[src/rtl/regfile_pkg.sv]
// Shared definitions for the register-file writeback arbiter: default widths,
// the round-robin pointer encoding and the writeback request record.
package regfile_pkg;

    localparam int DATA_W = 32;
    localparam int ADDR_W = 5;
    localparam int NREG   = 2 ** ADDR_W;

    // Requester that wins when both request in the same cycle.
    typedef enum logic {
        RR_REQ0 = 1'b0,
        RR_REQ1 = 1'b1
    } rr_ptr_t;

    // One writeback request at the default widths.
    typedef struct packed {
        logic              valid;
        logic [ADDR_W-1:0] addr;
        logic [DATA_W-1:0] data;
    } wr_req_t;

    // The pointer always moves to the requester that was not just served.
    function automatic rr_ptr_t rr_after_grant(input logic granted_req1);
        return granted_req1 ? RR_REQ0 : RR_REQ1;
    endfunction

endpackage

[src/rtl/rr_arb2.sv]
// Two-input round-robin arbiter. Grants are combinational from the valids and
// the pointer; the pointer moves away from whichever requester was served.
// While reset is low no grant is issued.
module rr_arb2
    import regfile_pkg::*;
(
    input  logic       clock,
    input  logic       reset,
    input  logic [1:0] valid,
    output logic [1:0] grant
);

    rr_ptr_t ptr_reg;
    rr_ptr_t ptr_next;

    // Pointer register; after reset requester 0 holds priority.
    always_ff @(posedge clock or negedge reset) begin
        if (!reset) begin
            ptr_reg <= RR_REQ0;
        end else begin
            ptr_reg <= ptr_next;
        end
    end

    // Grant selection and pointer update; a lone requester is always served,
    // a tie goes to the pointer holder, and an idle cycle leaves the pointer.
    always_comb begin
        grant    = 2'b00;
        ptr_next = ptr_reg;
        if (reset) begin
            if (valid[0] && (!valid[1] || (ptr_reg == RR_REQ0))) begin
                grant    = 2'b01;
                ptr_next = rr_after_grant(1'b0);
            end else if (valid[1]) begin
                grant    = 2'b10;
                ptr_next = rr_after_grant(1'b1);
            end
        end
    end

endmodule

[src/rtl/regfile_write_arbiter.sv]
// Writeback arbiter in front of the register file. Two requesters (ALU and
// load paths) share one write port; the winner's address/data is registered
// and presented to the register file one cycle after the transfer. A pending
// mask marks registers whose result is still outstanding.
module regfile_write_arbiter
    import regfile_pkg::*;
#(
    parameter int DATA_W = regfile_pkg::DATA_W,
    parameter int ADDR_W = regfile_pkg::ADDR_W
) (
    input  logic                    clock,
    input  logic                    reset,
    input  logic                    req0_valid,
    input  logic [ADDR_W-1:0]       req0_addr,
    input  logic [DATA_W-1:0]       req0_data,
    output logic                    req0_ready,
    input  logic                    req1_valid,
    input  logic [ADDR_W-1:0]       req1_addr,
    input  logic [DATA_W-1:0]       req1_data,
    output logic                    req1_ready,
    input  logic                    rsv_valid,
    input  logic [ADDR_W-1:0]       rsv_addr,
    output logic [(2**ADDR_W)-1:0]  busy,
    output logic                    enc,
    output logic [ADDR_W-1:0]       addrc,
    output logic [DATA_W-1:0]       datac
);

    localparam int NREG = 2 ** ADDR_W;

    // Request record at this instance's widths.
    typedef struct packed {
        logic              valid;
        logic [ADDR_W-1:0] addr;
        logic [DATA_W-1:0] data;
    } req_t;

    req_t              req [2];
    logic [1:0]        valid_vec;
    logic [1:0]        grant;
    logic [ADDR_W-1:0] sel_addr;
    logic [DATA_W-1:0] sel_data;

    logic              enc_reg;
    logic [ADDR_W-1:0] addrc_reg;
    logic [DATA_W-1:0] datac_reg;
    logic [NREG-1:0]   busy_reg;
    logic [NREG-1:0]   set_vec;
    logic [NREG-1:0]   clr_vec;

    assign req[0] = '{valid: req0_valid, addr: req0_addr, data: req0_data};
    assign req[1] = '{valid: req1_valid, addr: req1_addr, data: req1_data};

    genvar gi;
    generate
        for (gi = 0; gi < 2; gi++) begin : g_valid
            assign valid_vec[gi] = req[gi].valid;
        end
    endgenerate

    rr_arb2 u_arb (
        .clock (clock),
        .reset (reset),
        .valid (valid_vec),
        .grant (grant)
    );

    // Ready depends only on valids and the pointer, never on the payload.
    assign req0_ready = grant[0];
    assign req1_ready = grant[1];

    // Payload of the granted requester; defaults to req0 when idle.
    always_comb begin
        sel_addr = req[0].addr;
        sel_data = req[0].data;
        if (grant[1]) begin
            sel_addr = req[1].addr;
            sel_data = req[1].data;
        end
    end

    // Write-port register: a transfer becomes a write in the following cycle;
    // without a transfer the enable drops and address/data hold.
    always_ff @(posedge clock or negedge reset) begin
        if (!reset) begin
            enc_reg   <= 1'b0;
            addrc_reg <= '0;
            datac_reg <= '0;
        end else begin
            enc_reg <= |grant;
            if (|grant) begin
                addrc_reg <= sel_addr;
                datac_reg <= sel_data;
            end
        end
    end

    // Pending mask, one flop per register: a reservation sets, the write
    // currently on the port clears, and a reservation wins a same-edge clash.
    generate
        for (gi = 0; gi < NREG; gi++) begin : g_busy
            assign set_vec[gi] = rsv_valid && (rsv_addr == ADDR_W'(gi));
            assign clr_vec[gi] = enc_reg && (addrc_reg == ADDR_W'(gi));

            // Per-register pending flag update.
            always_ff @(posedge clock or negedge reset) begin
                if (!reset) begin
                    busy_reg[gi] <= 1'b0;
                end else begin
                    busy_reg[gi] <= set_vec[gi] || (busy_reg[gi] && !clr_vec[gi]);
                end
            end
        end
    endgenerate

    assign enc   = enc_reg;
    assign addrc = addrc_reg;
    assign datac = datac_reg;
    assign busy  = busy_reg;

endmodule
[config.mk]
export PLATFORM = sky130hd
export DESIGN_NAME = regfile_write_arbiter
export DESIGN_NICKNAME = d
export VERILOG_FILES = /design/src/rtl/regfile_pkg.sv /design/src/rtl/rr_arb2.sv /design/src/rtl/regfile_write_arbiter.sv
export SDC_FILE = /design/constraint.sdc
export NUM_CORES = 1
export LEC_CHECK = 0
export CORE_ASPECT_RATIO = 2
export CORE_MARGIN = 1
export CORE_UTILIZATION = 41
export DETAILED_ROUTE_END_ITERATION = 7
export PLACE_DENSITY = 0.81
export SLEW_MARGIN = 0
export SYNTH_ARGS = -nofsm -noshare
export SYNTH_HDL_FRONTEND = slang
export SYNTH_SLANG_ARGS = --single-unit
[constraint.sdc]
create_clock -name clock -period 1.7 [get_ports clock]
set_input_delay 0.425 -clock clock [delete_from_list [all_inputs] [get_ports clock]]
set_output_delay 0.425 -clock clock [all_outputs]
set_load 0.05 [all_outputs]
==> metrics.cfg, run 1 <==
[detailed_routing]
drt_pass1_iterations = 5
met2_length_um = 6370
top_layer_used = met4
postRouteAntennaNets = 0
drt-total-wl_um = 11700
wl_per_cell_um = 19.2
drc = 0
vias_per_cell = 5.84
met1_length_um = 3960
wl_met3_um = 712
first_iter_violations = 421
vias = 3552

[logic_synthesis]
synthTopCellsByArea = dfrtp_1 55%, o21ai_0 8.3%, o21ai_1 7.6%
avgSynthCellArea_sq_um = 9.26
synth_top_area_share_pct = 55.3
synthCells = 347
ys_seq_elements = 71
ys_async_sr_fraction_pct = 100
synthesis.nets = 431
syn_area_sq_mm = 0.00321
yosys.cell_types.count = 21
seq_area_frac_synth_pct = 55.3
synth_most_common_cell = dfrtp_1
ys_warn_count = 0
synth_common_cells = 71 x dfrtp_1, 53 x o21ai_0, 49 x o21ai_1, 41 x nand3_1, 39 x nor2_1
yosysTopAreaCell = dfrtp_1
synth_edf_count = 0
synth-main-ff-cell = dfrtp_1

[floorplan]
die_w_um = 64.6
dieArea_sq_mm = 0.00821
die_h_um = 127
start_util_pct = 42.3
rows = 45
core_area_sq_mm = 0.00760
boundaryPins = 156

[worst_setup_path]
critPathMaxStageDelay_ns = 0.49
crit_end = req1_ready
crit_arrival_ns = 1.19
start_kind = register
reg2reg_from = addrc[4]
slowest_stage = dfrtp_1
timing.rr.end = busy[26]
crit_start = u_arb.ptr_reg
required_ns = 1.27
crit_chain = nor2b_4 > nor2_2 > buf_12
reg2reg_depth = 4
crit_fanout = 5
path_class = reg2out
end_kind = output port
worst-r2r-setup-slack_ns = 0.21

[global_routing]
antenna_found_initial = 0
first_global_vias = 3606
grt_pass1_wl_um = 18300
grt_max_degree = 65
global_route.usage.total_pct = 30.2
overflow = 0

[sta]
worstMarginPinSlew_ns = 0.820
finalHoldViolCount = 0
final_max_slew_viol_count = 0
rsz0062_at_grt = false
min_period_ns = 1.62
fmax_mhz = 618
worst_slack_ns = 0.0815
holdWs_ns = 0.310
finalCritPeriodShare_pct = 95.2
setup_viol = 0
maxSlewHeadroom_pct = 45.3
skew_ns = 0.00537

[place]
port_buffers = 155
dp.final_hpwl_um = 8640
pre_cts_slack_ns = -0.156
place_area_sq_mm = 0.00500
gp_congestion = 0.919
dp.cells = 591

[layout]
nNetsFinal = 593
drive_above_1_share_pct = 22.4
antenna_cells = 0
final_cells = 608
finalInstanceArea_sq_mm = 0.00537
fin_util_pct = 70.7
syn_to_final_growth_pct = 67.3

[cts]
htree_levels = 3
root_buffer = clkbuf_16
tritoncts_num_sinks = 71
cts_setup_buffers = 0
clock_latency_ns = 0.33
numCtsBuffers = 9
cts_tree = done
cts.path.max_buffers = 2
clk_pin_slew_worst_paths_ns = 0.05

[worst_hold_path]
hold_class = in2async

[run_status]
status = complete, no violations

[power]
leakage_uw = 0.00214
vdd.ir_drop.worst_v = 0.000828
p_per_area_mw_per_mm2 = 1560

[job]
drv.max_cap_violation_count = 0

[per-stage QoR]
stage / power [uW] / TNS (ns)
2_1_floorplan: 4560 / 0
3_3_place_gp: 6100 / -1.97
3_5_place_dp: 6210 / -3.90
4_1_cts: 8410 / 0
5_1_grt: 8710 / 0
6_report: 8380 / 0
[layout by cell type, fill, tap and decap left out]
master           count
nand2_1              7
clkdlybuf4s50_1     80
dlygate4sd2_1        2
nand2_2              1
clkbuf_16            9
a31oi_1             37
nor2b_4              1
bufinv_16            3
nor2_1              38
clkbuf_8             1
dfrtp_1             71
or2_1                1
a21oi_4              1
clkbuf_1             1
or4b_4               1
nand3_1             41
nand4bb_1            3
nand2b_1             5
o21ai_0             53
dlygate4sd3_1        1
or2_0                1
nor2b_1              3
clkinvlp_4           2
buf_4               72
o21a_2               1
o21ai_1             49
nor2_2               1
buf_12              22
and2_1               1
nand4_1              2
nand4b_1             3
[per-layer routing]
layer  vias up  global-route usage, %
li1       1593                      -
met1      1703                   31.3
met2       218                   53.0
met3        38                   5.98
met4         0                   20.9
met5         -                      0
[repair_timing]
action,4_1_cts,5_1_grt
endpoints found under the hold margin,7,0
hold buffers,1,0
resized for setup,6,0
endpoints found under the setup margin,2,0
[how the worst min path moves through the flow]
stage                from             to  slack (ns)  cells past startpoint
detailed placement  reset  u_arb.ptr_reg        0.26                      1
global route        reset      datac[12]        0.39                      2
floorplan           reset       addrc[0]        0.13                      0
CTS                 reset      datac[13]        0.35                      2
global placement    reset  u_arb.ptr_reg        0.26                      1
finish              reset      datac[30]        0.31                      2
[cell families (layout without fill, tap and decap cells)]
family	count (synthesis)	after routing	share of synthesized area, %
buffers and inverters	26	193	4.29
AO/OA/AOI/OAI	141	141	23.5
AND/OR/NAND/NOR	109	109	16.9
flip-flops	71	71	55.3
[critical path: cells and delay by family (launching register included)]
family                 cells  cell delay, ns
and+or+nand+nor            2            0.22
DFF                        1            0.49
buffers and inverters      1            0.15
[report_power, final]
part	switching (uW)	leakage [uW]	total (uW)	internal, uW
registers	344	0.000774	2480	2140
clock network	697	0.000162	2170	1470
logic	2400	0.00120	3730	1330
[final cells by class]
class,instances,area (sq um)
clock buffer,11,243
clock inverter,5,105
fill,578,2230
multi-input combinational,250,1320
sequential,71,1780
tap,94,118
timing repair buffer,177,1810
(Power assumes the default switching activity.)
==> run 2, diff against run 1 <==
clock period = 1.64 ns   (was 1.7 ns; I/O delays follow)
==> metrics.cfg, run 2 (same netlist as run 1, synthesis figures left out) <==
[detailed_routing]
vias = 3673  ; +3.4%
vias_per_cell = 6.04  ; +3.4%
first_iter_violations = 294  ; -30%
wl_per_cell_um = 20.8  ; +8.4%
drt_pass1_iterations = 5  ; unchanged
drt-total-wl_um = 12700  ; +8.4%
drc = 0  ; unchanged
postRouteAntennaNets = 0  ; unchanged

[global_routing]
grt_pass1_wl_um = 20000  ; +9.5%
first_global_vias = 3731  ; +3.5%
overflow = 0  ; unchanged
antenna_found_initial = 0  ; unchanged
grt_max_degree = 61  ; -6.2%
global_route.usage.total_pct = 33.2  ; +3.1 points

[place]
dp.final_hpwl_um = 9430  ; +9.1%
place_area_sq_mm = 0.00566  ; +13%
port_buffers = 155  ; unchanged
pre_cts_slack_ns = -0.199  ; -0.0437 ns
gp_congestion = 0.990  ; +7.7%

[floorplan]
die_w_um = 64.6  ; unchanged
boundaryPins = 156  ; unchanged
dieArea_sq_mm = 0.00821  ; unchanged
die_h_um = 127  ; unchanged
start_util_pct = 42.3  ; unchanged
rows = 45  ; unchanged
core_area_sq_mm = 0.00760  ; unchanged

[sta]
setup_viol = 0  ; unchanged
skew_ns = 0.00569  ; +0.000323 ns
finalCritPeriodShare_pct = 94.2
finalHoldViolCount = 0  ; unchanged
maxSlewHeadroom_pct = 48.7  ; +3.4 points
final_max_slew_viol_count = 0  ; unchanged
min_period_ns = 1.55
tns_ns = 0  ; unchanged
fmax_mhz = 647
worst_slack_ns = 0.0946  ; +0.0131 ns
holdWs_ns = 0.0354  ; -0.274 ns
worstMarginPinSlew_ns = 0.769  ; -0.0510 ns
rsz0062_at_grt = false

[cts]
cts.path.max_buffers = 2  ; unchanged
root_buffer = clkbuf_16
clk_pin_slew_worst_paths_ns = 0.05  ; about the same
htree_levels = 3  ; unchanged
clock_latency_ns = 0.33  ; about the same
tritoncts_num_sinks = 71  ; unchanged
cts_setup_buffers = 0  ; unchanged
numCtsBuffers = 9  ; unchanged
cts_tree = done

[worst_setup_path]
crit_start = u_arb.ptr_reg
timing.rr.end = busy[11]
worst-r2r-setup-slack_ns = 0.12  ; -0.09 ns
path_class = reg2out
crit_arrival_ns = 1.14  ; -0.05 ns
crit_fanout = 5  ; unchanged
reg2reg_from = addrc[4]
start_kind = register
required_ns = 1.23  ; -0.04 ns
end_kind = output port
reg2reg_depth = 4  ; unchanged

[job]
drv.max_cap_violation_count = 0  ; unchanged

[layout]
final_common_cell = clkdlybuf4s50_1
final_cell_mix = 80 x clkdlybuf4s50_1, 75 x buf_12, 70 x dfrtp_1, 52 x o21ai_0, 50 x o21ai_1
syn_to_final_growth_pct = 85.5
nNetsFinal = 593  ; unchanged
fill_cells = 443  ; -23%
finalInstanceArea_sq_mm = 0.00596  ; +11%
antenna_cells = 0  ; unchanged
drive_above_1_share_pct = 22.4  ; unchanged

[run_status]
status = complete, no violations

[power]
vdd.ir_drop.worst_v = 0.000928  ; +12%
leakage_uw = 0.00238  ; +11%
p_per_area_mw_per_mm2 = 1570  ; +0.44%

[worst_hold_path]
hold_class = in2async

-- run 2: routing by layer --
| metal | vias up | wire length (um) | track usage [%] |
|---|---|---|---|
| li1 | 1593 | - | - |
| met4 | 0 | 930 | 24.8 |
| met3 | 64 | 876 | 8.66 |
| met2 | 251 | 6740 | 55.6 |
| met1 | 1765 | 4100 | 34.9 |
| met5 | - | 0 | 0 |
-- run 2: timing repair --
action | 4_1_cts | 5_1_grt
hold endpoints to repair | 4 | 0
gates resized for setup | 4 | 2
pin swaps | 1 | 0
setup endpoints to repair | 2 | 2
hold buffers | 1 | 0
-- run 2: power breakdown --
group	internal (uW)	switching, uW	leakage, uW
sequential	2220	547	0.000773
combinational	2240	2550	0.00147
clock	1060	717	0.000132
total	5520	3810	0.00238
-- run 2: worst max-delay path by stage --
stage,end,slack [ns],depth (start not counted)
final,req0_ready,0.09,2
after global routing,req0_ready,0.05,2
after CTS,req1_ready,0.05,3
after detailed placement,busy[14],-0.20,4
after global placement,req0_ready,-0.14,4
after floorplan,req0_ready,0.008,2
-- run 2: area by class of cell --
type	count	area, sq um	area share [%]
Timing Repair Buffer	177	2470	41.5
Clock buffer	11	243	4.07
Tap cell	94	118	1.97
Multi-Input combinational cell	250	1310	22.0
Clock inverter	5	33.8	0.567
Sequential cell	71	1780	29.8
-- run 2: worst max-delay path, stage by stage, from the launching register on --
cell and delay (ns):
dfrtp_2 0.45, a21oi_2 0.20, buf_12 0.16
-- run 2: stage by stage --
stage | instances | util (%) | total power, uW
2_1_floorplan | 347 | - | 4730
3_3_place_gp | 591 | 74.5 | 7390
3_5_place_dp | 591 | 74.5 | 7550
4_1_cts | 608 | 78.4 | 9350
5_1_grt | 608 | 78.4 | 9660
6_report | 608 | 78.4 | 9330
==> run 3, diff against run 2 <==
==> constraint.sdc (replaced) <==
create_clock -name clock -period 1.64 [get_ports clock]
set_input_delay 0.246 -clock clock [delete_from_list [all_inputs] [get_ports clock]]
set_output_delay 0.246 -clock clock [all_outputs]
set_load 0.05 [all_outputs]
==> metrics.cfg, run 3 (same netlist as run 1, synthesis figures left out) <==
[detailed_routing]
drt-total-wl_um = 11300  ; -10%
postRouteAntennaNets = 0  ; unchanged
vias_per_cell = 5.71  ; -5.5%
drt_pass1_iterations = 4  ; -1
first_iter_violations = 328  ; +12%
drc = 0  ; unchanged
vias = 3447  ; -6.2%
wl_per_cell_um = 18.8  ; -9.8%

[global_routing]
global_route.usage.total_pct = 29.5  ; -3.8 points
grt_max_degree = 64  ; +4.9%
overflow = 0  ; unchanged
first_global_vias = 3435  ; -7.9%
grt_pass1_wl_um = 17900  ; -10%
antenna_found_initial = 0  ; unchanged

[sta]
worst_slack_ns = 0.0922  ; -0.00236 ns
skew_ns = 0.00629  ; +0.000600 ns
setup_viol = 0  ; unchanged
holdWs_ns = 0.146  ; +0.110 ns
finalHoldViolCount = 0  ; unchanged
final_max_slew_viol_count = 0  ; unchanged
tns_ns = 0  ; unchanged
finalCritPeriodShare_pct = 94.4  ; +0.14 points
maxSlewHeadroom_pct = 47.5  ; -1.3 points
min_period_ns = 1.55  ; +0.00236 ns
rsz0062_at_grt = false
worstMarginPinSlew_ns = 0.788  ; +0.0190 ns
fmax_mhz = 646  ; -0.15%

[cts]
cts.path.max_buffers = 2  ; unchanged
numCtsBuffers = 9  ; unchanged
tritoncts_num_sinks = 71  ; unchanged
htree_levels = 3  ; unchanged
clk_pin_slew_worst_paths_ns = 0.06  ; about the same
cts_resized = 0  ; -4
clock_latency_ns = 0.33  ; about the same
cts_tree = done
cts_setup_buffers = 0  ; unchanged
root_buffer = clkbuf_16

[worst_setup_path]
crit_arrival_ns = 1.30  ; +0.16 ns
required_ns = 1.39  ; +0.16 ns
path_class = in2out
crit_chain = clkdlybuf4s50_1 > nor2b_2 > nor2_1 > buf_12
end_kind = output port
crit_fanout = 4  ; -1
start_kind = primary input
critPathMaxStageDelay_ns = 0.46  ; about the same
slowest_stage = clkdlybuf4s50_1

[layout]
antenna_cells = 0  ; unchanged
finalInstanceArea_sq_mm = 0.00516  ; -13%
final_cell_mix = 82 x clkdlybuf4s50_1, 79 x buf_4, 71 x dfrtp_1, 53 x o21ai_0, 49 x o21ai_1
final_common_cell = clkdlybuf4s50_1
drive_above_1_share_pct = 21.0  ; -1.4 points
nNetsFinal = 589  ; -0.67%
syn_to_final_growth_pct = 60.8

[floorplan]
core_area_sq_mm = 0.00760  ; unchanged
die_w_um = 64.6  ; unchanged
rows = 45  ; unchanged
die_h_um = 127  ; unchanged
start_util_pct = 42.3  ; unchanged
boundaryPins = 156  ; unchanged
dieArea_sq_mm = 0.00821  ; unchanged

[power]
total_power_uw = 8190  ; -12%
vdd.ir_drop.worst_v = 0.000682  ; -27%
leakage_uw = 0.00205  ; -14%
p_per_area_mw_per_mm2 = 1590  ; +1.2%

[place]
place_area_sq_mm = 0.00483  ; -15%
dp.final_hpwl_um = 8360  ; -11%
gp_congestion = 0.916  ; -7.4%
port_buffers = 155  ; unchanged
pre_cts_slack_ns = 0.0176  ; +0.217 ns

[job]
drv.max_cap_violation_count = 0  ; unchanged

[worst_hold_path]
hold_class = in2async

[run_status]
status = complete, no violations

[run 3: cell types whose count changed in the layout (fill, tap and decap cells not counted), sizes merged]
cell / change
buf: -4
bufinv: +2
clkbuf: +1
clkdlybuf4s50: +2
clkinv: -2
clkinvlp: -2
dlygate4sd2: -2
inv: +1
[run 3: layer usage]
layer	global-route usage, %	wire, um
met1	31.6	3970
met2	51.1	6080
met3	6.70	693
met4	18.0	588
met5	0	0
[run 3: what timing repair did]
action                                  CTS  global route
hold endpoints to repair                  8             0
hold buffers                              1             0
endpoints found under the setup margin    0             0
[run 3: worst max-delay path, delay by kind of cell]
| family | cells | cell delay, ns |
|---|---|---|
| and+or+nand+nor | 2 | 0.42 |
| buffers and inverters | 2 | 0.64 |
[run 3: metrics by stage]
stage	cells	util, %
2_1_floorplan	347	-
3_3_place_gp	587	63.5
3_5_place_dp	587	63.5
4_1_cts	604	67.9
5_1_grt	604	67.9
6_report	604	67.9
[run 3: area by class of cell]
cell class / instances / area [sq um]
fillers: 619 / 2440
flip-flops and latches: 71 / 1780
repair buffers: 173 / 1640
multi-input cells: 250 / 1300
clock buffers: 12 / 246
well taps: 94 / 118
clock inverters: 4 / 77.6
[run 3: worst paths after layout]
| path | start | endpoint | slack [ns] | cells after the start |
|---|---|---|---|---|
| max reg2reg | addrc[4] | busy[15] | 0.23 | 4 |
| max | req0_valid | req1_ready | 0.09 | 4 |
| min | reset | datac[18] | 0.15 | 2 |
| max in group asynchronous | reset | datac[13] | 0.95 | 2 |
| min reg2reg | busy[31] | busy[31] | 0.51 | 2 |
| min in group clock | reset | u_arb.ptr_reg | 0.23 | 3 |
[run 3: report_power, final]
| group | switching (uW) | internal (uW) | total [uW] | leakage [uW] |
|---|---|---|---|---|
| logic | 2440 | 1140 | 3580 | 0.00112 |
| registers | 272 | 2220 | 2490 | 0.000774 |
| clock network | 736 | 1380 | 2120 | 0.000157 |
